[src/rtl/argo_pipe_nstage.sv]
// Elastic, bubble-collapsing N-stage valid/ready pipeline with optional per-stage add.
// Optional statistics counters are built when ARGO_PIPE_STATS_EN is defined.

module argo_pipe_stage #(
  parameter int               WIDTH  = 32,
  parameter int               MODE   = 0,
  parameter logic [WIDTH-1:0] STEP_W = '0
) (
  input  logic             clock,
  input  logic             resetn,
  input  logic             ld_i,
  input  logic             vld_d_i,
  input  logic [WIDTH-1:0] dat_i,
  output logic             vld_o,
  output logic [WIDTH-1:0] dat_o
);
  logic             vld_q;
  logic [WIDTH-1:0] dat_q;

  // Data only moves with a valid beat so an emptied stage keeps its last value.
  always_ff @(posedge clock or negedge resetn) begin
    if (!resetn) begin
      vld_q <= 1'b0;
      dat_q <= '0;
    end else begin
      vld_q <= vld_d_i;
      if (ld_i) dat_q <= (MODE == 1) ? dat_i + STEP_W : dat_i;
    end
  end

  assign vld_o = vld_q;
  assign dat_o = dat_q;
endmodule

module argo_pipe_nstage #(
  parameter int WIDTH  = 32,
  parameter int STAGES = 3,
  parameter int MODE   = 0,
  parameter int STEP   = 1
) (
  input  logic                        clock,
  input  logic                        resetn,
  input  logic                        ivalid,
  output logic                        oready,
  input  logic [WIDTH-1:0]            datain,
  output logic                        ovalid,
  input  logic                        iready,
  output logic [WIDTH-1:0]            dataout,
  input  logic                        flush,
  output logic [$clog2(STAGES+1)-1:0] occupancy,
  output logic [31:0]                 stall_cycles,
  output logic [31:0]                 beats_out
);
  localparam int               OCC_W  = $clog2(STAGES+1);
  localparam logic [WIDTH-1:0] STEP_W = WIDTH'(STEP);

  logic [STAGES-1:0]            vld_q, vld_d, vld_in, en, ld;
  logic [STAGES-1:0][WIDTH-1:0] dat_q, dat_in;
  logic [OCC_W-1:0]             occ_q, occ_d;
  logic                         accept;

  // A stage may advance if the one ahead advances or it holds no beat itself.
  always_comb begin
    en = '0;
    en[STAGES-1] = iready | ~vld_q[STAGES-1];
    for (int k = STAGES-2; k >= 0; k--) en[k] = en[k+1] | ~vld_q[k];
  end

  assign oready = en[0] & ~flush;
  assign accept = ivalid & oready;

  always_comb begin
    vld_in    = '0;
    dat_in    = '0;
    vld_in[0] = accept;
    dat_in[0] = datain;
    for (int k = 1; k < STAGES; k++) begin
      vld_in[k] = vld_q[k-1];
      dat_in[k] = dat_q[k-1];
    end
  end

  always_comb begin
    vld_d = '0;
    ld    = '0;
    occ_d = '0;
    for (int k = 0; k < STAGES; k++) begin
      vld_d[k] = flush ? 1'b0 : (en[k] ? vld_in[k] : vld_q[k]);
      ld[k]    = en[k] & vld_in[k];
      occ_d    = occ_d + OCC_W'(vld_d[k]);
    end
  end

  for (genvar k = 0; k < STAGES; k++) begin : g_stage
    argo_pipe_stage #(.WIDTH(WIDTH), .MODE(MODE), .STEP_W(STEP_W)) u_stage (
      .clock   (clock),
      .resetn  (resetn),
      .ld_i    (ld[k]),
      .vld_d_i (vld_d[k]),
      .dat_i   (dat_in[k]),
      .vld_o   (vld_q[k]),
      .dat_o   (dat_q[k])
    );
  end

  always_ff @(posedge clock or negedge resetn) begin
    if (!resetn) occ_q <= '0;
    else         occ_q <= occ_d;
  end

  assign ovalid    = vld_q[STAGES-1];
  assign dataout   = dat_q[STAGES-1];
  assign occupancy = occ_q;

`ifdef ARGO_PIPE_STATS_EN
  logic [31:0] stall_q, beats_q;

  // Flush leaves these alone; only reset clears them.
  always_ff @(posedge clock or negedge resetn) begin
    if (!resetn) begin
      stall_q <= '0;
      beats_q <= '0;
    end else begin
      stall_q <= stall_q + 32'(ovalid & ~iready);
      beats_q <= beats_q + 32'(ovalid & iready);
    end
  end

  assign stall_cycles = stall_q;
  assign beats_out    = beats_q;
`else
  assign stall_cycles = '0;
  assign beats_out    = '0;
`endif
endmodule

[config.mk]
export PLATFORM = sky130hd
export DESIGN_NAME = argo_pipe_nstage
export DESIGN_NICKNAME = d
export VERILOG_FILES = /design/src/rtl/argo_pipe_nstage.sv
export SDC_FILE = /design/constraint.sdc
export NUM_CORES = 1
export LEC_CHECK = 0
export BUFFER_PORTS_ARGS = -buffer_cell sky130_fd_sc_hd__buf_2
export CORE_UTILIZATION = 43
export DETAILED_ROUTE_END_ITERATION = 7
export HOLD_SLACK_MARGIN = 0.03
export PLACE_DENSITY = 0.72
export SYNTH_ARGS = -nofsm -noshare
export SYNTH_HDL_FRONTEND = slang
export SYNTH_SLANG_ARGS = --single-unit
[constraint.sdc]
create_clock -name clock -period 2.3 [get_ports clock]
set_input_delay 0.115 -clock clock [delete_from_list [all_inputs] [get_ports clock]]
set_output_delay 0.115 -clock clock [all_outputs]
set_load 0.01 [all_outputs]
Word level (Yosys, flattened, before mapping) --
Cells that the tools add are included.
Word-level totals: bits in latches 0, bits in writable memories 0, bits in registers 101, input port bits 37, memory bits (read-only) 0, memories kept 0
Cells by class: reductions and logical operators 0, bitwise logic cells 12, divide/modulo/power cells 0, equal/unequal tests 0, mux-type cells 6, multipliers 0, add/sub/neg operators 2, $lt $le $gt $ge 0, shift operators 0
Operators by type and width (count):
- 1-bit 2-to-1 mux | 6
- 1-bit bitwise AND | 5
- 1-bit NOT | 4
- 1-bit bitwise OR | 3
- 1-bit by 1-bit adder with 2-bit output | 1
- 2-bit by 1-bit adder with 2-bit output | 1

Logic depth before layout (Yosys ltp) --
Gate-level depths: netlist (run 1).
word-level depth 10, gate-level depth with buffers 5, depth with buffers taken out 5

Hierarchy --
Synthesis (run 1) repeated with hierarchy kept, for this count alone.
Unflattened totals: cell total of the unflattened synthesis 291, area, all modules 4773.3 um^2
Modules (own cells, without submodules):
- argo_pipe_stage | cells each 69, area an instance 1370.1 um^2, instances 3, sequential area each 825.8 um^2
- argo_pipe_nstage | cells each 84, area an instance 663.1 um^2, instances 1, sequential area each 50.0 um^2

Worst setup path after synthesis (run 1) --
Ideal clock, no wire load.
kind reg-to-reg, start register g_stage[2].u_stage.vld_q, end register g_stage[0].u_stage.dat_q[0], path slack 0.641 ns, period minus slack after synthesis 1.659 ns, setup time 0.127 ns, cell stages (with the launch flop) 6, arrival 1.532 ns, buffers on the path 2, data required time 2.173 ns, path through dfrtp_1 -> and4b_1 -> or3b_1 -> buf_2 -> buf_6 -> mux2_1
Between the ends: word-level cells in the longest chain between the ends 7
Ends and longest elaborated chain:
- start, declared | RTL line 17 | logic vld_q;
- start signal, assigned | RTL line 26 | vld_q <= vld_d_i;
- 1-bit NOT (*) | RTL line 65 | en[STAGES-1] = iready | ~vld_q[STAGES-1];
- 1-bit bitwise OR (*) | RTL line 65
- 1-bit bitwise OR (*) (2 in series) | RTL line 66 | for (int k = STAGES-2; k >= 0; k--) en[k] = en[k+1] | ~vld_q[k];
- 1-bit bitwise AND | RTL line 69 | assign oready = en[0] & ~flush;
- 1-bit bitwise AND | RTL line 70 | assign accept = ivalid & oready;
- 1-bit bitwise AND (*) | RTL line 89 | ld[k] = en[k] & vld_in[k];
- end signal, assigned | RTL line 27 | if (ld_i) dat_q <= (MODE == 1) ? dat_i + STEP_W : dat_i;
- end, declared | RTL line 18 | logic [WIDTH-1:0] dat_q;
Mark *: on every way between the ends. The rest lies on a longest branch, timed or not. A chain may end at the register's enable or synchronous reset.

Worst setup path after layout (run 1) --
start register g_stage[1].u_stage.vld_q, end register g_stage[0].u_stage.dat_q[29]
Between the ends: word-level cells in the longest chain between the ends 6
Ends and longest elaborated chain (RTL line):
- start, declared | 17
- start signal, assigned | 26
- 1-bit NOT (*) | 66
- 1-bit bitwise OR (*) (2 in series) | 66
- 1-bit bitwise AND | 69
- 1-bit bitwise AND | 70
- 1-bit bitwise AND (*) | 89
Marks and branches as above.

==> impl_metrics.toml, run 1 <==
[synthesis]
synth.lib_cells_used.distinct = 18
syn_area_per_cell_um2 = 14.71
yosys.area_share.simple_pct = 1.695
ys_warn_count = 0
yosys.area_share.xor_xnor_pct = 0
ys_seq_elements = 101
synthesized_netlist_cell_count = 291
synth_largest_area_cell = "sky130_fd_sc_hd__dfrtp_1"
synth_top_family_by_area = "multiplexers"
synth_top_area_share_pct = 59.05
synth_adder_area_share_pct = 0.4677
synth-seq-area-share_pct = 59.05
netlist_top_cells_area = "sky130_fd_sc_hd__dfrtp_1 59%, sky130_fd_sc_hd__mux2_2 17%, sky130_fd_sc_hd__buf_4 11%"
synth_compound_gate_area_share_pct = 0.3508
synthesis.area_um2 = 4280
synth.area.mux_share_pct = 25.26

[setup_path]
path_max_fanout = 18
setup.worst_path.start_class = "flop"
setup.worst_path.class = "reg -> reg"
worstPathRequired_ps = 2540
cp.arrival_ps = 2030
worstSetupEndpointType = "flop"

[detailed_routing]
vias_per_cell = 4.322
route.antenna.remaining_nets = 0
finalWirelength_mm = 6.754
vias = 2338
drtPass1Iterations = 4
drt_first_iter_violations = 35
routedWlPerCell_um = 12.48
drc = 0

[global_routing]
antenna_found_initial = 0
first_global_vias = 2299
globalRouteTotalUtil_pct = 14.00
grt_pass1_wl_mm = 10.83
grt_remaining_overflow = 0
pin_count_of_the_biggest_net_entering_global_routing = 55

[sta]
tightestPinTransition_ps = 616.2
slew_viol_final = 0
hold_ws_ps = 140.2
setup-tns-final_ps = 0
final_period_minus_worst_setup_slack_ps = 1798
timing.final.hold_violations = 0
final.period_utilization_pct = 78.19
max-slew-margin-rel_pct = 58.92
max_freq_mhz = 556.1
rsz0062_at_grt = "false"
fin_worst_skew_ps = 7.787
setup_violations = 0

[floorplan]
floorplan.die_area_um2 = 10360
fp.coreArea_um2 = 9729
die_height_um = 101.8
rows = 36
floorplan.initialDensity_pct = 43.99
io_pins = 137
width_of_the_chip_um = 101.8

[finish]
mostFrequentLayoutCells = "101 x sky130_fd_sc_hd__dfrtp_1, 71 x sky130_fd_sc_hd__buf_2, 65 x sky130_fd_sc_hd__mux2_2, 64 x sky130_fd_sc_hd__conb_1, 35 x sky130_fd_sc_hd__dlygate4sd3_1"
finalNetCount = 441
num-fill-cells = 854
post_route_cells_drive_above_1_share_pct = 39.71
most_common_library_cell_in_the_layout_ignoring_fill_and_taps = "sky130_fd_sc_hd__dfrtp_1"
areaGrowthSynthToFinish_pct = 18.80
n_antenna_cell = 0

[cts]
worstSkewPairLatency_ps = 350
cts-buffers-inserted = 9
cts_max_path_buffers = 2
tritoncts = "done"
number_of_buffers_added_for_setup_after_cts = 0
cts.reportedPaths.clkPinSlew_ps = 90
master_cell_of_the_clock_root_buffer = "sky130_fd_sc_hd__clkbuf_8"
cts.sink_count = 101
htree_num_levels = 3

[run_status]
status = "complete, no violations"

[placed_design]
port_bufs = 72
routabilityCongestion = 0.6979
detailed_place_hpwl_mm = 4.391

[worst_hold_path]
worst_hold_path_type = "in -> reg"

[job]
cap_viol_max_count = 0

[pwr]
peakVddDrop_v = 0.0004260
leakage_nw = 2.422
power_density_nw_per_um2 = 857.9
==> per-layer routing <==
metal	share of wire (%)	global-route usage [%]
met2	53	24.43
met1	42	16.04
met5	0	0
met4	0.61	4.682
met3	5.0	4.831
==> report_power, final <==
part	total [W]	leakage [nW]	switching (W)	internal, W
Combinational	0.000967	1.15	0.000431	0.000537
Sequential	0.00242	1.20	0.000203	0.00221
Clock	0.000980	0.0678	0.000586	0.000394
==> cell usage after synthesis <==
library cell,n
sky130_fd_sc_hd__clkbuf_1,1
sky130_fd_sc_hd__fa_1,1
sky130_fd_sc_hd__nor2b_1,1
sky130_fd_sc_hd__mux2_1,31
sky130_fd_sc_hd__nand2b_1,1
sky130_fd_sc_hd__mux2_2,65
sky130_fd_sc_hd__buf_2,7
sky130_fd_sc_hd__inv_1,2
sky130_fd_sc_hd__a21bo_1,1
sky130_fd_sc_hd__conb_1,1
sky130_fd_sc_hd__or3b_1,1
sky130_fd_sc_hd__buf_4,64
sky130_fd_sc_hd__a21oi_1,1
sky130_fd_sc_hd__buf_6,3
sky130_fd_sc_hd__and4b_1,1
sky130_fd_sc_hd__or2_2,3
sky130_fd_sc_hd__dfrtp_1,101
sky130_fd_sc_hd__nor2_1,6
==> per-stage QoR <==
stage	setup WS (ps)	power (W)	utilization (%)	instances	instance area [µm²]
after floorplan	640.8	0.003071	-	354	4517
after global placement	544.8	0.003340	46.93	490	4566
after detailed placement	495.1	0.003395	46.93	490	4566
after CTS	476.9	0.004433	52.26	541	5085
after global routing	407.8	0.004645	52.26	541	5085
final	501.6	0.004362	52.26	541	5085
==> sequential cells by signal, indices dropped and copies added, names as in the netlist <==
register	count
g_stage.u_stage.dat_o	96
occupancy	2
g_stage.u_stage.vld_o	3
==> cell type report <==
cell class              count  area [µm²]  share of cell area, %
repair buffers            113       783.3                  15.40
clock buffers              11       131.4                  2.584
clock inverters             5       37.54                 0.7382
well taps                 133       166.4                  3.273
inverters                   2       7.507                 0.1476
flip-flops and latches    101        2527                  49.70
multi-input cells         176        1431                  28.15
==> cell families (layout without fill, tap and decap cells) <==
group | Yosys count | in the layout
buffers and inverters | 77 | 131
AO/OA/AOI/OAI | 2 | 2
other | 1 | 64
adder cells (fa/ha/maj) | 1 | 1
multiplexers | 96 | 96
flip-flops | 101 | 101
AND/OR/NAND/NOR | 13 | 13
==> worst max-delay path, cell delays in order (launching register included) <==
cell	delay, ps
sky130_fd_sc_hd__dfrtp_1	430
sky130_fd_sc_hd__and4b_1	210
sky130_fd_sc_hd__or3b_2	460
sky130_fd_sc_hd__buf_4	240
sky130_fd_sc_hd__mux2_1	340
==> worst paths after layout <==
| check | from | end | slack, ps | depth (start not counted) |
|---|---|---|---|---|
| min in group asynchronous | resetn | g_stage[1].u_stage.dat_o[26] | 310 | 2 |
| setup / recovery | g_stage[1].u_stage.vld_o | g_stage[0].u_stage.dat_o[29] | 500 | 4 |
| setup reg to reg | g_stage[1].u_stage.vld_o | g_stage[0].u_stage.dat_o[29] | 500 | 4 |
| hold reg to reg | g_stage[0].u_stage.dat_o[22] | g_stage[0].u_stage.dat_o[22] | 490 | 1 |
| max in group asynchronous | resetn | g_stage[2].u_stage.dat_o[7] | 1260 | 3 |
| hold / removal | iready | g_stage[2].u_stage.vld_o | 140 | 4 |
==> timing repair <==
item / CTS / global route
hold buffers: 35 / 0
endpoints found under the hold margin: 82 / 0
gates resized for setup: 0 / 0
Note: power is estimated with default switching activity, not from simulation.
==> run 2: changes to the inputs <==
PLACE_DENSITY = 0.75   (was 0.72)
clock period = 1.55 ns   (was 2.3 ns; I/O delays follow)
==> run 2 against run 1 <==
The flow now finishes with violations (negative setup slack). Utilization rose by 4.4 points. Worst setup slack got worse by 570 ps. Worst hold slack got worse by 59 ps. Sequential power increased by 49%. Cell count rose by 1.8%. Total power increased by 56%. Fmax increased by 11%. Sequential share of layout area decreased by 3.9 points. Critical path depth up 2. Flip-flop and latch count unchanged. Combinational power up 80%. Global-route usage rose by 0.57 points. Critical endpoint is now occupancy[0].
==> impl_metrics.toml, run 2 (synthesis gave the netlist of run 1 again) <==
[sta]
setup_violations = 69
final_period_minus_worst_setup_slack_ps = 1621
timing.final.hold_violations = 0
setup-tns-final_ps = -2573
slew_viol_final = 0
max_freq_mhz = 616.8
setup_slack_ps = -71.29
fin_worst_skew_ps = 7.214
rsz0062_at_grt = "true"
final.period_utilization_pct = 104.6
max-slew-margin-rel_pct = 62.74
tightestPinTransition_ps = 558.9

[detailed_routing]
drtPass1Iterations = 4
vias_per_cell = 4.350
routedWlPerCell_um = 13.95
drc = 0
drt_first_iter_violations = 82
finalWirelength_mm = 7.688
route.antenna.remaining_nets = 0
vias = 2397

[finish]
regArea_um2 = 2527
mostFrequentLayoutCells = "101 x sky130_fd_sc_hd__dfrtp_1, 71 x sky130_fd_sc_hd__buf_2, 64 x sky130_fd_sc_hd__conb_1, 48 x sky130_fd_sc_hd__mux2_4, 45 x sky130_fd_sc_hd__mux2_2"
finalNetCount = 452
largest_register_ff_count = 96
post_route_cells_drive_above_1_share_pct = 49.04
design_area_final_um2 = 5517
most_common_library_cell_in_the_layout_ignoring_fill_and_taps = "sky130_fd_sc_hd__dfrtp_1"
multi_input_area_um2 = 1644
num-fill-cells = 800
areaGrowthSynthToFinish_pct = 28.88
n_antenna_cell = 0

[setup_path]
setup.worst_path.class = "reg -> reg"
cp.arrival_ps = 1880
setup.worst_path.start_class = "flop"
path_max_fanout = 3
worstSetupEndpointType = "flop"
worstPathRequired_ps = 1800

[cts]
worstSkewPairLatency_ps = 360
cts-buffers-inserted = 9
htree_num_levels = 3
tritoncts = "done"
master_cell_of_the_clock_root_buffer = "sky130_fd_sc_hd__clkbuf_8"
cts.reportedPaths.clkPinSlew_ps = 90
cts_max_path_buffers = 2
cts.sink_count = 101

[floorplan]
fp.coreArea_um2 = 9729
die_height_um = 101.8
width_of_the_chip_um = 101.8
rows = 36
floorplan.initialDensity_pct = 43.99
io_pins = 137
floorplan.die_area_um2 = 10360

[global_routing]
globalRouteTotalUtil_pct = 14.57
first_global_vias = 2353
pin_count_of_the_biggest_net_entering_global_routing = 102
grt_pass1_wl_mm = 11.26
antenna_found_initial = 0
grt_remaining_overflow = 0

[pwr]
power_density_nw_per_um2 = 1235
leakage_nw = 2.795
peakVddDrop_v = 0.0006768

[job]
cap_viol_max_count = 0

[placed_design]
place_area_um2 = 4653
detailed_place_hpwl_mm = 4.301
routabilityCongestion = 0.7250
port_bufs = 72

[run_status]
failed_checks = "negative setup slack"
status = "complete, but fails checks"

[worst_hold_path]
worst_hold_path_type = "in -> reg"
[run 2: cell types whose count changed in the layout (fill, tap and decap cells not counted), sizes merged]
cell / delta
buf: +8
clkinvlp: -3
clkinv: +2
clkbuf: +3
[run 2: per-stage QoR]
stage | utilization, % | hold slack (ps) | total power [W] | instances | worst slack (ps)
after global routing | 56.70 | 88.66 | 0.007228 | 551 | -138.4
after CTS | 54.66 | 56.79 | 0.006687 | 548 | -73.81
after detailed placement | 47.83 | 187.6 | 0.005049 | 496 | -193.4
after global placement | 47.83 | 172.9 | 0.004972 | 496 | -143.8
after floorplan | - | -218.1 | 0.004560 | 354 | -93.03
final | 56.70 | 81.05 | 0.006814 | 551 | -71.29
[run 2: cell type report]
cell class	count	share of cell area, %
Multi-Input combinational cell	176	29.80
Inverter	2	0.1361
Tap cell	133	3.017
Sequential cell	101	45.82
Clock buffer	11	2.563
Clock inverter	4	0.4536
Timing Repair Buffer	124	18.21
[run 2: timing repair]
action	CTS	global route
endpoints found under the setup margin	97	99
hold buffers	35	0
endpoints found under the hold margin	136	0
resized for setup	31	33
pin swaps	2	2
buffers inserted	1	0
gates cloned	1	3
[run 2: worst max-delay path, stage by stage, from the launching register on]
cell and delay [ps]:
sky130_fd_sc_hd__dfrtp_1 350, sky130_fd_sc_hd__buf_4 110, sky130_fd_sc_hd__nor2b_4 170, sky130_fd_sc_hd__a21oi_2 80, sky130_fd_sc_hd__or2_4 230, sky130_fd_sc_hd__fa_1 530, sky130_fd_sc_hd__inv_1 40
[run 2: report_power, final]
part           total (W)  internal (W)  switching [W]
sequential       0.00361       0.00328       0.000324
clock            0.00147      0.000614       0.000851
combinational    0.00174       0.00105       0.000686
[run 2: path summary, 6_finish.rpt]
| path | startpoint | end | slack (ps) | cells after the start |
|---|---|---|---|---|
| worst max-delay path | g_stage[2].u_stage.vld_o | occupancy[0] | -70 | 6 |
| worst min-delay path | iready | g_stage[2].u_stage.vld_o | 80 | 4 |
| worst max register to register | g_stage[2].u_stage.vld_o | occupancy[0] | -70 | 6 |
| worst min register to register | g_stage[0].u_stage.dat_o[11] | g_stage[0].u_stage.dat_o[11] | 490 | 1 |
| max in group asynchronous | resetn | g_stage[2].u_stage.dat_o[0] | 790 | 3 |
| min in group asynchronous | resetn | g_stage[2].u_stage.dat_o[25] | 310 | 3 |
[run 2: layer usage]
metal,share of wire [%],GRT usage [%],vias up
met3,4.8,4.141,8
met1,44,17.33,1221
met4,1.0,6.355,0
met5,0,0,-
li1,-,-,1089
met2,50,24.64,79
